$ cat src/rtl/tns_pkg.sv
// Shared constants and per-group code functions for the two-group TSV
// (base-7 digit) encoder and decoder.
package tns_pkg;

    localparam int TNS_BLEN   = 6;
    localparam int TNS_NGROUP = 2;
    localparam int TNS_GRP_W  = 3;
    localparam int TNS_CODES  = 49;
    localparam int TNS_RADIX  = 7;

    // Digit 3 has two codes; the choice follows the group's previous MSB so
    // the MSB never toggles solely because of a 3.
    function automatic logic [TNS_GRP_W-1:0] tns_enc_grp(
        input logic [TNS_GRP_W-1:0] d,
        input logic                 prev_msb
    );
        if (d < 3'd3)
            return d;
        else if (d == 3'd3)
            return prev_msb ? 3'b100 : 3'b011;
        else
            return d + 3'd1;
    endfunction

    function automatic logic [TNS_GRP_W-1:0] tns_dec_grp(
        input logic [TNS_GRP_W-1:0] p
    );
        if (p < 3'd3)
            return p;
        else if (p <= 3'd4)
            return 3'd3;
        else
            return p - 3'd1;
    endfunction

endpackage

$ cat src/rtl/tns_encoder_06_grp_enc.sv
// One group of the TSV encoder: a 3-bit code register whose own MSB
// provides the history for the digit-3 code choice.
import tns_pkg::*;

module tns_grp_enc (
    input  logic                 clock,
    input  logic                 rst_n,
    input  logic                 en,
    input  logic [TNS_GRP_W-1:0] digit,
    output logic [TNS_GRP_W-1:0] p
);

    logic [TNS_GRP_W-1:0] p_reg;

    always_ff @(posedge clock or negedge rst_n) begin
        if (!rst_n)
            p_reg <= '0;
        else if (en)
            p_reg <= tns_enc_grp(digit, p_reg[TNS_GRP_W-1]);
    end

    assign p = p_reg;

endmodule

$ cat src/rtl/tns_encoder_06.sv
// TSV encoder top: splits datain into base-7 digits, one registered group
// slice per digit; out-of-range words leave the codeword untouched.
import tns_pkg::*;

module tns_encoder_06 (
    input  logic [TNS_BLEN-1:0] datain,
    input  logic                clock,
    output logic [TNS_BLEN-1:0] tsv,
    input  logic                rst_n
);

    logic                 in_range;
    logic [TNS_GRP_W-1:0] digit [TNS_NGROUP];

    assign in_range = (datain < TNS_BLEN'(TNS_CODES));

    generate
        for (genvar gi = 0; gi < TNS_NGROUP; gi++) begin : g_grp
            assign digit[gi] = TNS_GRP_W'((datain / TNS_BLEN'(TNS_RADIX ** gi))
                                          % TNS_BLEN'(TNS_RADIX));

            tns_grp_enc u_grp (
                .clock (clock),
                .rst_n (rst_n),
                .en    (in_range),
                .digit (digit[gi]),
                .p     (tsv[gi*TNS_GRP_W +: TNS_GRP_W])
            );
        end
    endgenerate

endmodule

$ cat config.mk
export PLATFORM = sky130hd
export DESIGN_NAME = tns_encoder_06
export DESIGN_NICKNAME = d
export VERILOG_FILES = /design/src/rtl/tns_pkg.sv /design/src/rtl/tns_encoder_06_grp_enc.sv /design/src/rtl/tns_encoder_06.sv
export SDC_FILE = /design/constraint.sdc
export NUM_CORES = 1
export LEC_CHECK = 0
export ABC_AREA = 0
export CAP_MARGIN = 20
export CORE_UTILIZATION = 25
export DETAILED_ROUTE_END_ITERATION = 8
export PLACE_DENSITY = 0.5
export SLEW_MARGIN = 20
export SYNTH_ARGS = -nofsm -noshare
export SYNTH_HDL_FRONTEND = slang
export SYNTH_HIERARCHICAL = 1
export SYNTH_SLANG_ARGS = --single-unit
$ cat constraint.sdc
create_clock -name clock -period 1.25 [get_ports clock]
set_clock_uncertainty 0.1 [all_clocks]
set_input_delay 0.125 -clock clock [delete_from_list [all_inputs] [get_ports clock]]
set_output_delay 0.125 -clock clock [all_outputs]
set_load 0.05 [all_outputs]
==> results of run 1 <==
==> per-layer routing <==
metal	up-vias	GRT usage, %	part of all wire (%)	routed length, um
met5	-	0	0	0
met4	0	1.623	0	0
met3	0	3.198	2.3	56
met2	16	26.37	52	1284
met1	470	18.77	45	1117
li1	512	-	-	-
==> power breakdown <==
group          switching [mW]  internal, mW  total [mW]  leakage, nW
combinational           0.700         0.851        1.55        0.677
clock                  0.0722         0.109       0.181       0.0138
sequential             0.0573         0.256       0.314       0.0733
total                   0.830          1.22        2.05        0.764
==> path summary, 6_finish.rpt <==
kind                                            end  slack, ps  cells after the start
worst min register to register  g_grp[0].u_grp/p[1]        480                      2
worst max-delay path            g_grp[1].u_grp/p[1]      -1930                     19
worst min-delay path            g_grp[0].u_grp/p[2]         30                      1
max in group asynchronous       g_grp[1].u_grp/p[1]        790                      1
worst max register to register  g_grp[1].u_grp/p[0]        130                      3
min in group clock              g_grp[0].u_grp/p[1]        480                      2
==> timing repair <==
item                       in CTS  in global routing
setup endpoints to repair       6                  6
resized for setup              32                  6
buffers inserted               17                  3
pin swaps                      16                  6
==> metrics by stage <==
step	hold WS [ps]	TNS, ps	power, mW	util (%)
floorplan	-270.6	-11590	1.082	-
global placement	289.3	-14730	1.679	45.12
detailed placement	303.3	-15080	1.704	45.12
CTS	37.45	-10410	2.023	53.02
global route	38.56	-11520	2.188	54.21
finish	33.92	-10760	2.046	54.21
==> cell usage in the layout (no fill, tap or decap), drive strengths merged, types with 3 or more instances in the layout <==
master  instances
buf            61
inv             9
nand2           7
ha              7
dfrtp           6
nand3           6
o21ai           6
nand2b          5
o211ai          4
a31oi           4
a21oi           4
nand3b          3
nor2            3
clkbuf          3
xor2            3
xnor2           3
==> logic make-up (layout without fill, tap and decap cells) <==
logic type                 Yosys count  count (layout)  share of synthesized area [%]
xor gates and xnor gates             6               6                          6.133
AOI/OAI and AO/OA                   35              35                          33.87
buffers and inverters               13              77                          7.883
adders and majority gates            7               7                          10.22
muxes                                4               4                          5.401
and+or+nand+nor                     29              29                          18.98
DFF                                  6               6                          17.52
==> worst register-to-register path: stages (launching register included) <==
cell and delay, ps:
dfrtp_1 380, nand2b_1 150, a211o_1 260, a31oi_1 160
==> final cells by class <==
type / instances / area [um2]
inverter: 9 / 33.78
timing repair buffer: 65 / 601.8
multi-input combinational: 81 / 845.8
fill: 309 / 1444
tap: 44 / 55.05
sequential: 6 / 150.1
clock buffer: 3 / 22.52
==> results_dict.tcl, run 1 <==
set metrics [dict create \
    syn_area_per_cell_um2 8.571 \
    setup_violations 6 \
    final-hold-violation-count 0 \
    synth.cell_area_um2 857.1 \
    setup_ws_ps -1926 \
    crit_start "datain[4]" \
    postLayoutCellArea_um2 1709 \
    dp_cells 186 \
    dp_slack_ps -2744 \
    required_ps 1270 \
    overflow 0 \
    yosysTopAreaCell "dfrtp_1" \
    syn_nets 115 \
    clk_pin_slew_ps 50 \
    route.vias.total 998 \
    largest_reg_flops 6 \
    cp_top_family "compound AO/OA/AOI/OAI gates" \
    ioPinCount 14 \
    drc 0 \
    grt_max_degree 14 \
    area_growth_pct 99.42 \
    power_leakage_nw 0.7644 \
    crit_arrival_ps 3200 \
    cts_buffers 3 \
    min_period_ps 3176 \
    dieArea_um2 3666 \
    first_global_vias 964 \
    core_um2 3153 \
    rsz0062_at_grt "yes" \
    antenna_found_initial 0 \
    yosys_warnings 6 \
    nets 181 \
    r2r-start "g_grp[1].u_grp/p[2]" \
    floorplan.initialDensity_pct 27.18 \
    worstHoldPathType "in -> async" \
    die_height_um 60.55 \
    status "complete, but fails checks" \
    cap_violations 0 \
    synth_cell_types 38 \
    crit_chain "buf_8 -> a21bo_4 -> nand3_2 -> o21ai_2 -> ha_2 -> o211a_1 -> o21ai_4 -> nand2_2 -> ha_4 -> ha_4 -> xor2_4 -> ha_4 -> a41oi_2 -> o21ai_2 -> mux2_4 -> ha_4 -> or2_4 -> a21oi_2 -> o22ai_1" \
    cts_tree "done" \
    synth_top_area_share_pct 17.52 \
    netlist_instances 100 \
    start_kind "input port" \
    synth_seq_cells 6 \
    wire_per_inst_um 11.82 \
    grt_first_pass_wirelength_mm 4.146 \
    irDropWorstVdd_mv 0.4088 \
    slowest_stage "mux2_4" \
    track_usage_pct 14.77 \
    synth_common_cells "9 x inv_1, 7 x ha_1, 7 x nand2_1" \
    critPathMaxStageDelay_ps 330 \
    gp_congestion 0.8356 \
    max_freq_mhz 314.9 \
    cp-end-kind "flop" \
    crit_type "in -> reg" \
    drt-initial-drc-count 35 \
    finalWirelength_mm 2.458 \
    synth_area_leaders "dfrtp_1 18%, ha_1 10%, inv_1 3.9%, nand3_1 3.5%, o211ai_1 3.5%" \
    cp_common_cell "ha_4" \
    diodes 0 \
    portBuffers 13 \
    via_per_inst 4.798 \
    rows 20 \
    yosysMostFrequentCell "inv_1" \
    violations "negative setup slack" \
    cp_max_fo 4 \
    h-tree-depth 1 \
    dr.pass1.iters 4 \
    relSlewSlack_pct 70.75 \
    cp.buffers_inverters 1 \
    dp_hpwl_mm 1.802 \
    ant_nets 0 \
    worst_pin_slew_ps 434.1 \
    synthFlopType "dfrtp_1" \
    root_buffer "clkbuf_4" \
    cts_sinks 6 \
    slew_viol_final 0 \
    fp.dieW_um 60.55 \
    synth_edf_count 0 \
    fin_cells 208 \
    placed_area_um2 1423 \
    ys_async_sr_fraction_pct 100.0 \
    final_layout_size_suffix_gt1_share_pct 61.59 \
    fin_crit_sh_pct 254.1 \
    power_density_nw_per_um2 1197 \
    ctsHoldBuffers 0 \
    clock_latency_ps 240 \
    synth-seq-area-share_pct 17.52 \
    cts_max_path_buffers 2 \
]
No activity file was read; power rests on OpenSTA's default activity.
==> run 2, diff against run 1 <==
- ABC_AREA: 0 -> 1
- CTS_BUF_LIST: unset -> sky130_fd_sc_hd__clkbuf_4
- REMOVE_ABC_BUFFERS: unset -> 1
==> run 2 against run 1 <==
Against the previous run: the flow still finishes with violations (negative setup slack); clock-buffer cell count unchanged; register-to-register slack better by 130 ps; routed wire length up 44%; clock power about the same; die area up 3.2%; sequential power up 14%; synthesized cell count up 46%; first-iteration DRC count up 20%; highest routed layer is now met4.
==> results_dict.tcl, run 2 <==
set metrics [dict create \
    final_common_cell "buf_4" \
    fp.dieW_um 61.53 \
    yosysMostFrequentCell "nand2_1" \
    synth-seq-area-share_pct 16.95 \
    dp_slack_ps -2436 \
    setup_ws_ps -1339 \
    area_growth_pct 128.0 \
    report.power.total_mw 2.480 \
    cp-end-kind "flop" \
    status "complete, but fails checks" \
    worst_pin_slew_ps 407.2 \
    highest_layer "met4" \
    violations "negative setup slack" \
    final_cell_mix "43 x buf_4, 31 x nand2_1, 21 x nand2_2, 16 x buf_6, 15 x inv_1" \
    grt_first_pass_wirelength_mm 5.313 \
    core_um2 3363 \
    route.vias.total 1219 \
    cts_sinks 6 \
    worstHoldPathType "in -> async" \
    synth_area_leaders "nand2_1 23%, dfrtp_1 17%, ha_1 9.9%, nand3_1 9.6%, inv_1 8.9%" \
    netlist_instances 146 \
    placed_area_um2 1381 \
    irDropWorstVdd_mv 0.5614 \
    power_density_nw_per_um2 1228 \
    antenna_found_initial 0 \
    cts_buffers 3 \
    hold_ws_ps 39.99 \
    slew_viol_final 0 \
    ys_async_sr_fraction_pct 100.0 \
    yosysTopAreaCell "nand2_1" \
    yosys_warnings 6 \
    dr_wl_met3_um 65 \
    crit_arrival_ps 2630 \
    start_kind "input port" \
    crit_type "in -> reg" \
    h-tree-depth 1 \
    rows 21 \
    diodes 0 \
    min_period_ps 2589 \
    cts_tree "done" \
    synth_edf_count 0 \
    dr.pass1.iters 4 \
    synth_cell_types 20 \
    root_buffer "clkbuf_4" \
    postLayoutCellArea_um2 2019 \
    synth_common_cells "55 x nand2_1, 21 x inv_1, 17 x nand3_1" \
    nets 237 \
    synth_top_area_share_pct 23.31 \
    dp_hpwl_mm 1.911 \
    final.fill_count 289 \
    rsz0062_at_grt "yes" \
    max_freq_mhz 386.2 \
    overflow 0 \
    drt-initial-drc-count 42 \
    fin_crit_sh_pct 207.1 \
    dp_cells 238 \
    finalWirelength_mm 3.530 \
    ioPinCount 14 \
    relSlewSlack_pct 72.56 \
    required_ps 1290 \
    drt-met1-wl_mm 1.415 \
    via_per_inst 4.583 \
    wire_per_inst_um 13.27 \
    dieArea_um2 3785 \
    die_height_um 61.53 \
    cp_max_fo 5 \
    synthFlopType "dfrtp_1" \
    clock_latency_ps 240 \
    first_global_vias 1242 \
    final_layout_size_suffix_gt1_share_pct 65.00 \
    portBuffers 13 \
    setup_violations 6 \
    gp_congestion 0.7988 \
    floorplan.initialDensity_pct 26.34 \
    power_leakage_nw 1.022 \
    ant_nets 0 \
    fin_cells 266 \
    track_usage_pct 19.12 \
    wl_met2_mm 1.952 \
    final-hold-violation-count 0 \
    syn_area_per_cell_um2 6.067 \
    clk_pin_slew_ps 50 \
    synth.cell_area_um2 885.9 \
    cts_max_path_buffers 2 \
    drc 0 \
    synth_seq_cells 6 \
    largest_reg_flops 6 \
    cap_violations 0 \
    grt_max_degree 7 \
]
-- run 2: changes by cell type after synthesis, moves of 5 or more --
cell     change
inv_1       +12
nand2_2      +8
nand2_1     +48
nor2_1       +5
nand3_1     +11
-- run 2: cells by family after synthesis --
logic type / Yosys count / synth area share, %
flops: 6 / 16.95
compound gates: 9 / 6.357
fa+ha+maj: 7 / 9.887
buf+inv: 24 / 10.31
simple gates: 98 / 54.52
xor+xnor: 2 / 1.978
-- run 2: layer usage --
metal / vias to the layer above / global-route usage [%]
met4: 0 / 5.714
met2: 18 / 36.41
met5: - / 0
li1: 610 / -
met1: 581 / 21.13
met3: 10 / 3.782
-- run 2: critical path, stage by stage --
cell and delay, ps:
buf_8 110, buf_6 130, nand2_8 80, nand3_4 80
nand2_2 90, nand2_2 50, nand2_2 80, nand2_4 60
inv_4 60, nand3_4 110, inv_2 100, nand2_2 50
nand2_2 80, ha_4 150, nand3_4 70, nand2_4 100
ha_4 140, nand2_2 40, and3_4 160, inv_6 90
nand3_2 100, nand2_2 100, ha_4 170, nand2_4 60
nand2_2 60, nand3_2 60, nand2_1 60, nand2_1 50
-- run 2: repair_timing --
item                                   4_1_cts  5_1_grt
pin swaps                                   39       18
setup endpoints to repair                    6        6
hold buffers                                 0        0
endpoints found under the hold margin        0        0
buffers inserted                            28        4
resized for setup                          109       19
-- run 2: path summary, 6_finish.rpt --
path | slack [ps] | startpoint | endpoint | depth (start not counted)
min | 40 | rst_n | g_grp[0].u_grp/p[0] | 1
min in group clock | 430 | datain[4] | g_grp[0].u_grp/p[2] | 5
max reg2reg | 260 | g_grp[1].u_grp/p[2] | g_grp[1].u_grp/p[0] | 5
max in group asynchronous | 770 | rst_n | g_grp[1].u_grp/p[2] | 1
min reg2reg | 440 | g_grp[0].u_grp/p[0] | g_grp[0].u_grp/p[0] | 2
max | -1340 | datain[4] | g_grp[1].u_grp/p[0] | 28
-- run 2: stage by stage --
stage | setup TNS, ps | utilization [%]
final | -7818 | 60.04
after global routing | -8518 | 60.04
after detailed placement | -12740 | 41.07
after global placement | -12420 | 41.07
after CTS | -7377 | 57.51
after floorplan | -8652 | -
-- run 2: final cells by class --
type	instances	area [um2]	share of cell area [%]
multi-input cells	116	992.2	49.13
repair buffers	71	696.9	34.51
flip-flops and latches	6	150.1	7.435
inverters	24	100.1	4.957
well taps	46	57.56	2.850
clock buffers	3	22.52	1.115
-- run 2: power breakdown --
group	switching [mW]	leakage, nW	internal (mW)	total [mW]
logic	0.988	0.936	0.953	1.94
clock network	0.0734	0.0138	0.109	0.182
registers	0.0886	0.0724	0.268	0.357
total	1.15	1.02	1.33	2.48
